<file path="config.mk">
export PLATFORM = sky130hd
export DESIGN_NAME = picorv_uart_bridge_soc
export DESIGN_NICKNAME = d
export VERILOG_FILES = /design/src/rtl/picorv_uart_bridge_soc.sv
export SDC_FILE = /design/constraint.sdc
export NUM_CORES = 2
export LEC_CHECK = 0
export ABC_AREA = 1
export CORE_UTILIZATION = 50
export DETAILED_ROUTE_END_ITERATION = 8
export PLACE_DENSITY = 0.65
export SLEW_MARGIN = 5
export SYNTH_ARGS = -nofsm -noshare
export SYNTH_HDL_FRONTEND = slang
export SYNTH_SLANG_ARGS = --single-unit
</file>
<file path="constraint.sdc">
create_clock -name clk_i -period 11.2 [get_ports clk_i]
set_input_delay 1.68 -clock clk_i [delete_from_list [all_inputs] [get_ports clk_i]]
set_output_delay 1.68 -clock clk_i [all_outputs]
set_load 0.005 [all_outputs]
</file>
<file path="src/rtl/picorv_uart_bridge_soc.sv">
// RISC-V core with no local memory; every fetch/load/store is carried over an
// 8N1 UART link as a request frame and answered by a host memory server.
module picorv32_lite #(
    parameter logic [31:0] ProgAddrReset = 32'h0000_0000,
    parameter logic [31:0] StackAddr     = 32'h0000_1000
) (
    input  logic        clk_i,
    input  logic        resetn_i,
    output logic        mem_valid_o,
    output logic        mem_instr_o,
    input  logic        mem_ready_i,
    output logic [31:0] mem_addr_o,
    output logic [31:0] mem_wdata_o,
    output logic [3:0]  mem_wstrb_o,
    input  logic [31:0] mem_rdata_i
);
    typedef enum logic [1:0] {C_FETCH, C_EXEC, C_MEM} cst_e;
    cst_e        cst_q;
    logic [31:0] regs_q [32];
    logic [31:0] pc_q, ir_q, alu, npc, ls_addr, wd, rs1v, rs2v;
    logic [31:0] imm_i, imm_s, imm_u, imm_j;
    logic [3:0]  strb;
    logic        wb, is_ld, is_st;
    logic [6:0]  opc;
    logic [4:0]  rd;
    logic [2:0]  f3;

    assign opc   = ir_q[6:0];
    assign rd    = ir_q[11:7];
    assign f3    = ir_q[14:12];
    assign rs1v  = regs_q[ir_q[19:15]];
    assign rs2v  = regs_q[ir_q[24:20]];
    assign imm_i = {{20{ir_q[31]}}, ir_q[31:20]};
    assign imm_s = {{20{ir_q[31]}}, ir_q[31:25], ir_q[11:7]};
    assign imm_u = {ir_q[31:12], 12'h000};
    assign imm_j = {{12{ir_q[31]}}, ir_q[19:12], ir_q[20], ir_q[30:21], 1'b0};
    assign is_ld = (opc == 7'b0000011);
    assign is_st = (opc == 7'b0100011);

    // Small RV32I subset: LUI, AUIPC, JAL, OP-IMM (add/xor/or/and), loads, stores
    always_comb begin
        alu     = rs1v + imm_i;
        wb      = 1'b0;
        npc     = pc_q + 32'd4;
        ls_addr = rs1v + (is_st ? imm_s : imm_i);
        case (opc)
            7'b0110111: begin alu = imm_u; wb = 1'b1; end
            7'b0010111: begin alu = pc_q + imm_u; wb = 1'b1; end
            7'b1101111: begin alu = pc_q + 32'd4; wb = 1'b1; npc = pc_q + imm_j; end
            7'b0010011: begin
                wb = 1'b1;
                case (f3)
                    3'b100:  alu = rs1v ^ imm_i;
                    3'b110:  alu = rs1v | imm_i;
                    3'b111:  alu = rs1v & imm_i;
                    default: alu = rs1v + imm_i;
                endcase
            end
            default: ;
        endcase
        case (f3[1:0])
            2'b00:   begin strb = 4'b0001 << ls_addr[1:0];         wd = {4{rs2v[7:0]}};  end
            2'b01:   begin strb = 4'b0011 << {ls_addr[1], 1'b0};   wd = {2{rs2v[15:0]}}; end
            default: begin strb = 4'b1111;                         wd = rs2v;            end
        endcase
    end

    always_ff @(posedge clk_i) begin
        if (!resetn_i) begin
            cst_q       <= C_FETCH;
            pc_q        <= ProgAddrReset;
            ir_q        <= '0;
            mem_valid_o <= 1'b0;
            mem_instr_o <= 1'b0;
            mem_addr_o  <= '0;
            mem_wdata_o <= '0;
            mem_wstrb_o <= '0;
            for (int i = 0; i < 32; i++) regs_q[i] <= (i == 2) ? StackAddr : 32'h0;
        end else begin
            case (cst_q)
                C_FETCH: if (!mem_valid_o) begin
                    mem_valid_o <= 1'b1;
                    mem_instr_o <= 1'b1;
                    mem_addr_o  <= pc_q;
                    mem_wstrb_o <= '0;
                end else if (mem_ready_i) begin
                    mem_valid_o <= 1'b0;
                    ir_q        <= mem_rdata_i;
                    cst_q       <= C_EXEC;
                end
                C_EXEC: begin
                    pc_q <= npc;
                    if (is_ld || is_st) begin
                        mem_valid_o <= 1'b1;
                        mem_instr_o <= 1'b0;
                        mem_addr_o  <= ls_addr;
                        mem_wstrb_o <= is_st ? strb : 4'b0000;
                        mem_wdata_o <= wd;
                        cst_q       <= C_MEM;
                    end else begin
                        if (wb && rd != 5'd0) regs_q[rd] <= alu;
                        cst_q <= C_FETCH;
                    end
                end
                C_MEM: if (mem_ready_i) begin
                    mem_valid_o <= 1'b0;
                    if (is_ld && rd != 5'd0) regs_q[rd] <= mem_rdata_i;
                    cst_q <= C_FETCH;
                end
                default: cst_q <= C_FETCH;
            endcase
        end
    end
endmodule

module picorv_uart_bridge_soc #(
    parameter int unsigned ClkFreq       = 12000000,
    parameter int unsigned BaudRate      = 115200,
    parameter logic [31:0] ProgAddrReset = 32'h0000_0000,
    parameter logic [31:0] StackAddr     = 32'h0000_1000
) (
    input  logic clk_i,
    input  logic reset_i,
    input  logic rx_i,
    output logic tx_o
);
    localparam int unsigned Div = ClkFreq / BaudRate;
    localparam int CW = $clog2(Div) + 1;
    localparam logic [CW-1:0] DivM1  = CW'(Div - 1);
    localparam logic [CW-1:0] HalfM1 = CW'(Div / 2 - 1);

    logic        mem_valid, mem_instr, mem_ready, tx_free;
    logic [31:0] mem_addr, mem_wdata, mem_rdata;
    logic [3:0]  mem_wstrb;

    picorv32_lite #(.ProgAddrReset(ProgAddrReset), .StackAddr(StackAddr)) u_core (
        .clk_i(clk_i), .resetn_i(!reset_i),
        .mem_valid_o(mem_valid), .mem_instr_o(mem_instr), .mem_ready_i(mem_ready),
        .mem_addr_o(mem_addr), .mem_wdata_o(mem_wdata), .mem_wstrb_o(mem_wstrb),
        .mem_rdata_i(mem_rdata)
    );

    // Transmitter: idle line is the all-ones shift register draining through bit 0
    logic          tx_busy_q, tx_go_q;
    logic [9:0]    tx_sh_q;
    logic [CW-1:0] tx_cnt_q;
    logic [3:0]    tx_bit_q;
    logic [7:0]    tx_byte_q;
    assign tx_o    = tx_sh_q[0];
    assign tx_free = !tx_busy_q && !tx_go_q;

    always_ff @(posedge clk_i) begin
        if (reset_i) begin
            tx_busy_q <= 1'b0;
            tx_sh_q   <= '1;
            tx_cnt_q  <= '0;
            tx_bit_q  <= '0;
        end else if (!tx_busy_q) begin
            if (tx_go_q) begin
                tx_busy_q <= 1'b1;
                tx_sh_q   <= {1'b1, tx_byte_q, 1'b0};
                tx_cnt_q  <= '0;
                tx_bit_q  <= '0;
            end
        end else if (tx_cnt_q == DivM1) begin
            tx_cnt_q <= '0;
            tx_sh_q  <= {1'b1, tx_sh_q[9:1]};
            if (tx_bit_q == 4'd9) tx_busy_q <= 1'b0;
            else                  tx_bit_q  <= tx_bit_q + 4'd1;
        end else begin
            tx_cnt_q <= tx_cnt_q + CW'(1);
        end
    end

    // Receiver: rx_s_q[1] is the synchronized line, rx_s_q[2] its previous value
    typedef enum logic [1:0] {R_IDLE, R_START, R_DATA, R_STOP} rxst_e;
    rxst_e         rxst_q;
    logic [2:0]    rx_s_q;
    logic [CW-1:0] rx_cnt_q;
    logic [2:0]    rx_bit_q;
    logic [7:0]    rx_sh_q, rx_byte_q;
    logic          rx_vld_q;

    always_ff @(posedge clk_i) begin
        if (reset_i) begin
            rx_s_q    <= 3'b111;
            rxst_q    <= R_IDLE;
            rx_cnt_q  <= '0;
            rx_bit_q  <= '0;
            rx_sh_q   <= '0;
            rx_byte_q <= '0;
            rx_vld_q  <= 1'b0;
        end else begin
            rx_s_q   <= {rx_s_q[1:0], rx_i};
            rx_vld_q <= 1'b0;
            rx_cnt_q <= rx_cnt_q + CW'(1);
            case (rxst_q)
                R_IDLE: begin
                    rx_cnt_q <= '0;
                    if (rx_s_q[2] && !rx_s_q[1]) rxst_q <= R_START;
                end
                R_START: if (rx_cnt_q == HalfM1) begin
                    rx_cnt_q <= '0;
                    rx_bit_q <= '0;
                    rxst_q   <= rx_s_q[1] ? R_IDLE : R_DATA;
                end
                R_DATA: if (rx_cnt_q == DivM1) begin
                    rx_cnt_q <= '0;
                    rx_sh_q  <= {rx_s_q[1], rx_sh_q[7:1]};
                    rx_bit_q <= rx_bit_q + 3'd1;
                    if (rx_bit_q == 3'd7) rxst_q <= R_STOP;
                end
                R_STOP: if (rx_cnt_q == DivM1) begin
                    rxst_q    <= R_IDLE;
                    rx_vld_q  <= rx_s_q[1];
                    rx_byte_q <= rx_sh_q;
                end
                default: rxst_q <= R_IDLE;
            endcase
        end
    end

    // Bridge: request bytes leave frame_q from the bottom, cmd first
    typedef enum logic [2:0] {B_IDLE, B_CMD, B_ADDR, B_DATA, B_WAIT, B_DONE} bst_e;
    bst_e        bst_q;
    logic [1:0]  bcnt_q;
    logic        wr_q, mem_ready_q;
    logic [71:0] frame_q;
    logic [31:0] mem_rdata_q;
    assign mem_ready = mem_ready_q;
    assign mem_rdata = mem_rdata_q;

    always_ff @(posedge clk_i) begin
        if (reset_i) begin
            bst_q       <= B_IDLE;
            bcnt_q      <= '0;
            wr_q        <= 1'b0;
            frame_q     <= '0;
            tx_go_q     <= 1'b0;
            tx_byte_q   <= '0;
            mem_ready_q <= 1'b0;
            mem_rdata_q <= '0;
        end else begin
            tx_go_q     <= 1'b0;
            mem_ready_q <= 1'b0;
            case (bst_q)
                B_IDLE: if (mem_valid) begin
                    frame_q <= {mem_wdata, mem_addr, |mem_wstrb, mem_instr, 2'b00, mem_wstrb};
                    wr_q    <= |mem_wstrb;
                    bcnt_q  <= '0;
                    bst_q   <= B_CMD;
                end
                B_CMD, B_ADDR, B_DATA: if (tx_free) begin
                    tx_go_q   <= 1'b1;
                    tx_byte_q <= frame_q[7:0];
                    frame_q   <= {8'h00, frame_q[71:8]};
                    bcnt_q    <= bcnt_q + 2'd1;
                    if (bst_q == B_CMD) begin
                        bst_q  <= B_ADDR;
                        bcnt_q <= '0;
                    end else if (bcnt_q == 2'd3) begin
                        bst_q  <= (bst_q == B_ADDR && wr_q) ? B_DATA : B_WAIT;
                        bcnt_q <= '0;
                    end
                end
                B_WAIT: if (rx_vld_q) begin
                    bcnt_q <= bcnt_q + 2'd1;
                    if (!wr_q) mem_rdata_q <= {rx_byte_q, mem_rdata_q[31:8]};
                    if (wr_q || bcnt_q == 2'd3) begin
                        bst_q       <= B_DONE;
                        mem_ready_q <= 1'b1;
                    end
                end
                B_DONE:  bst_q <= B_IDLE;
                default: bst_q <= B_IDLE;
            endcase
        end
    end
endmodule

</file>
==> impl_metrics.yaml <==
clocking:
  postCtsSetupBuffers: 0
  cts_repair_resize_count: 0
  cts_buffers: 149
  cts_tree: "yes"
  holdBufCountCts: 0
  cts_buffer_depth: 3
  cts.sinks: 1344
  clockRootBuffer: "clkbuf_16"
  htreeDepth: 4
  clk_latency_ns: 0.83
  clk_pin_slew_ns: 0.06
route:
  routed_via_density: 6.789
  remaining_drc_errors: 0
  wire_per_inst_um: 30.71
  vias: 75380
  drt_pass1_iterations: 7
  drt_wl_total_um: 341000
  ant_nets: 0
  drt_iter0_markers: 13340
timing:
  setup_viol: 0
  final.setup.tns_ns: 0
  worst_slew_pin_slew_ns: 1.408
  finalMaxSlewViolations: 0
  relSlewSlack_pct: 6.165
  fin_crit_ns: 7.264
  rsz0062_at_grt: "no"
  hold_viol: 0
  fmax_mhz: 137.7
  fin_crit_sh_pct: 64.86
  fin_worst_skew_ns: 0.04511
yosys:
  ys.flop_type: "edfxtp_1"
  ys_ff_latch: 1344
  synth_top_family_by_area: "compound AO/OA/AOI/OAI gates"
  synthAdderAreaFrac_pct: 2.241
  synthDistinctLibCells: 56
  ys_async_sr_fraction_pct: 0
  synth_simple_gate_area_share_pct: 20.03
  synth_compound_area_share_pct: 21.65
  syn_inst: 9413
  synth_area_mm2: 0.07583
  synth_edf_count: 1024
  synthMuxAreaShare_pct: 0
  syn-mean-instance-area_um2: 8.056
  yosysSeqAreaShare_pct: 49.00
  yosysWarnings: 0
  synth_xor_area_share_pct: 0.6006
worst_setup_path:
  critPathMaxFanout: 66
  cpPeakStageDelay_ns: 1.05
  cp-end-kind: "flop"
  cp_top_family: "simple AND/OR/NAND/NOR gates"
  slowest_stage: "o21ai_1"
  cp-start-kind: "flop"
  cp.required_ns: 11.69
  critPathKind: "flop to flop"
  crit_path_frequent_cell: "nand2_1"
  critical_path_arrival_ns: 7.75
  crit_buf_inv: 4
  path_cells: "buf_4 > buf_4 > o21ai_0 > o221ai_1 > nand3_1 > nand2_1 > inv_1 > o21ai_1 > inv_1 > ha_1 > nand2_1 > nor2_1 > nand2_1 > nand3_1 > nand2_1 > nand2_1 > nand2_1 > nand2_1 > nand2_1 > nand3_1 > nand2_1 > nand2_1 > nand2_1 > a21oi_1"
layout:
  drive_gt1_share_pct: 5.845
  fill_cells: 13840
  nets: 9107
  fin_util_pct: 54.52
  syn2layout_area_growth_pct: 7.948
power:
  p_leak_nw: 30.64
  p_per_area_mw_per_mm2: 144.7
  ir_drop_mv: 0.1492
die:
  rows: 142
  chipWidth_um: 391.4
  dieArea_mm2: 0.1532
  start_util_pct: 50.51
  dieHeight_um: 391.4
  core_mm2: 0.1501
  ios: 4
placement:
  dp_hpwl_um: 205000
  portBuffers: 3
  gp_congestion: 1.021
outcome:
  run_status: "finished, final reports clean"
grt:
  grt_pass1_wl_um: 481700
  first_global_vias: 69210
  grt_max_degree: 185
  antenna_found_initial: 14
  grt_overflow: 0
  grt_usage_pct: 43.34
job:
  max_cap_viol_count: 0
hold_path:
  min_path_type: "flop to flop"
  hp-start: "rx_s_q[0]"
-- power by group --
| part | total (mW) | internal [mW] | switching, mW |
|---|---|---|---|
| Combinational | 1.18 | 0.287 | 0.897 |
| Sequential | 5.83 | 5.66 | 0.167 |
| Clock | 4.83 | 2.70 | 2.14 |
| Total | 11.8 | 8.64 | 3.20 |
-- Yosys cell counts (8+ instances only) --
cell      number  area share, %
o221ai_1     398            4.6
o21bai_1      11           0.11
clkbuf_1     644            3.2
nand3b_1       8          0.079
buf_2        121           0.80
inv_2         17          0.084
nand4_2       13           0.21
xnor2_1       20           0.23
o21ai_0     1430            9.4
nand2_1     1099            5.4
o22ai_1      108           0.89
ha_1         131            2.2
a211oi_1       8          0.079
edfxtp_1    1024             41
inv_1        431            2.1
nor2_1      2015             10
a21oi_1      710            4.7
nand4_1       37           0.31
buf_1         39           0.19
nand3_1      491            3.2
or2_2         17           0.14
o211ai_1      44           0.44
nand3_2       11           0.15
xor2_1        32           0.37
dfxtp_1      320            8.4
o21ai_1       21           0.14
a31oi_1       93           0.77
nor3_1        39           0.26
-- metal layers --
layer | track usage, % | part of all wire (%)
met5 | 0 | 0.038
met3 | 12.76 | 15
met1 | 56.56 | 36
met4 | 25.43 | 6.6
met2 | 63.65 | 42
-- area by class of cell --
class / instances / area [um^2] / share of cell area, %
timing repair buffer: 183 / 1533 / 1.872
clock inverter: 54 / 536.8 / 0.6557
tap: 2016 / 2522 / 3.081
sequential: 1344 / 37180 / 45.43
multi-input combinational: 6839 / 34200 / 41.77
clock buffer: 211 / 4128 / 5.043
antenna: 4 / 10.01 / 0.01223
inverter: 453 / 1748 / 2.135
-- sequential cells by signal, summed over array words and instances (netlist names), 2 cells and up, named ones only --
signal              flops
u_core.ir_q            32
tx_cnt_q                8
u_core.mem_wdata_o     32
bcnt_q                  2
rx_bit_q                3
bst_q                   3
u_core.mem_addr_o      32
mem_rdata              32
frame_q                72
u_core.regs_q        1024
tx_sh_q                 9
rx_s_q                  3
u_core.cst_q            2
rx_cnt_q                8
rx_byte_q               8
rx_sh_q                 8
u_core.mem_wstrb_o      4
tx_byte_q               8
u_core.pc_q            31
tx_bit_q                4
-- kinds of logic after synthesis --
| kind of cell | after synthesis |
|---|---|
| AOI/OAI and AO/OA | 2866 |
| xor gates and xnor gates | 52 |
| adders and majority gates | 134 |
| buffers and inverters | 1261 |
| DFF | 1344 |
| other | 1 |
| and+or+nand+nor | 3755 |
-- final timing paths --
kind | end | slack [ns] | cells past startpoint
max | u_core.regs_q[30][25] | 3.94 | 24
min | rx_s_q[1] | 0.42 | 1
max reg2reg | u_core.regs_q[30][25] | 3.94 | 24
min reg2reg | rx_s_q[1] | 0.42 | 1
-- cells in the final DEF, fill, tap and decap left out, drive strengths merged, types with 5 or more instances in the layout --
cell type  instances
nor2            2023
o21ai           1451
nand2           1100
edfxtp          1024
a21oi            710
nand3            502
inv              457
o221ai           398
dfxtp            320
clkbuf           211
buf              181
ha               131
o22ai            110
a31oi             93
nand4             50
o211ai            44
clkinv            44
nor3              40
xor2              32
conb              32
xnor2             20
or2               17
o21bai            11
a211oi             8
nand3b             8
o21a               7
nor4               7
a32o               6
a221oi             6
a21o               6
and2               5
bufinv             5
-- stage by stage --
stage                     area (um^2)  std cells  total power, mW  worst slack, ns  hold slack [ns]
after floorplan                 75950       9444            6.640            7.119           0.3895
after global placement          77170      10830            7.049            3.976           0.4051
after detailed placement        77180      10840            7.069            4.286           0.4060
after CTS                       81840      11100            11.80            4.290           0.4253
after global routing            81850      11100            12.15            3.697           0.4312
final                           81860      11100            11.85            3.936           0.4200
Note: power is estimated with default switching activity, not from simulation.
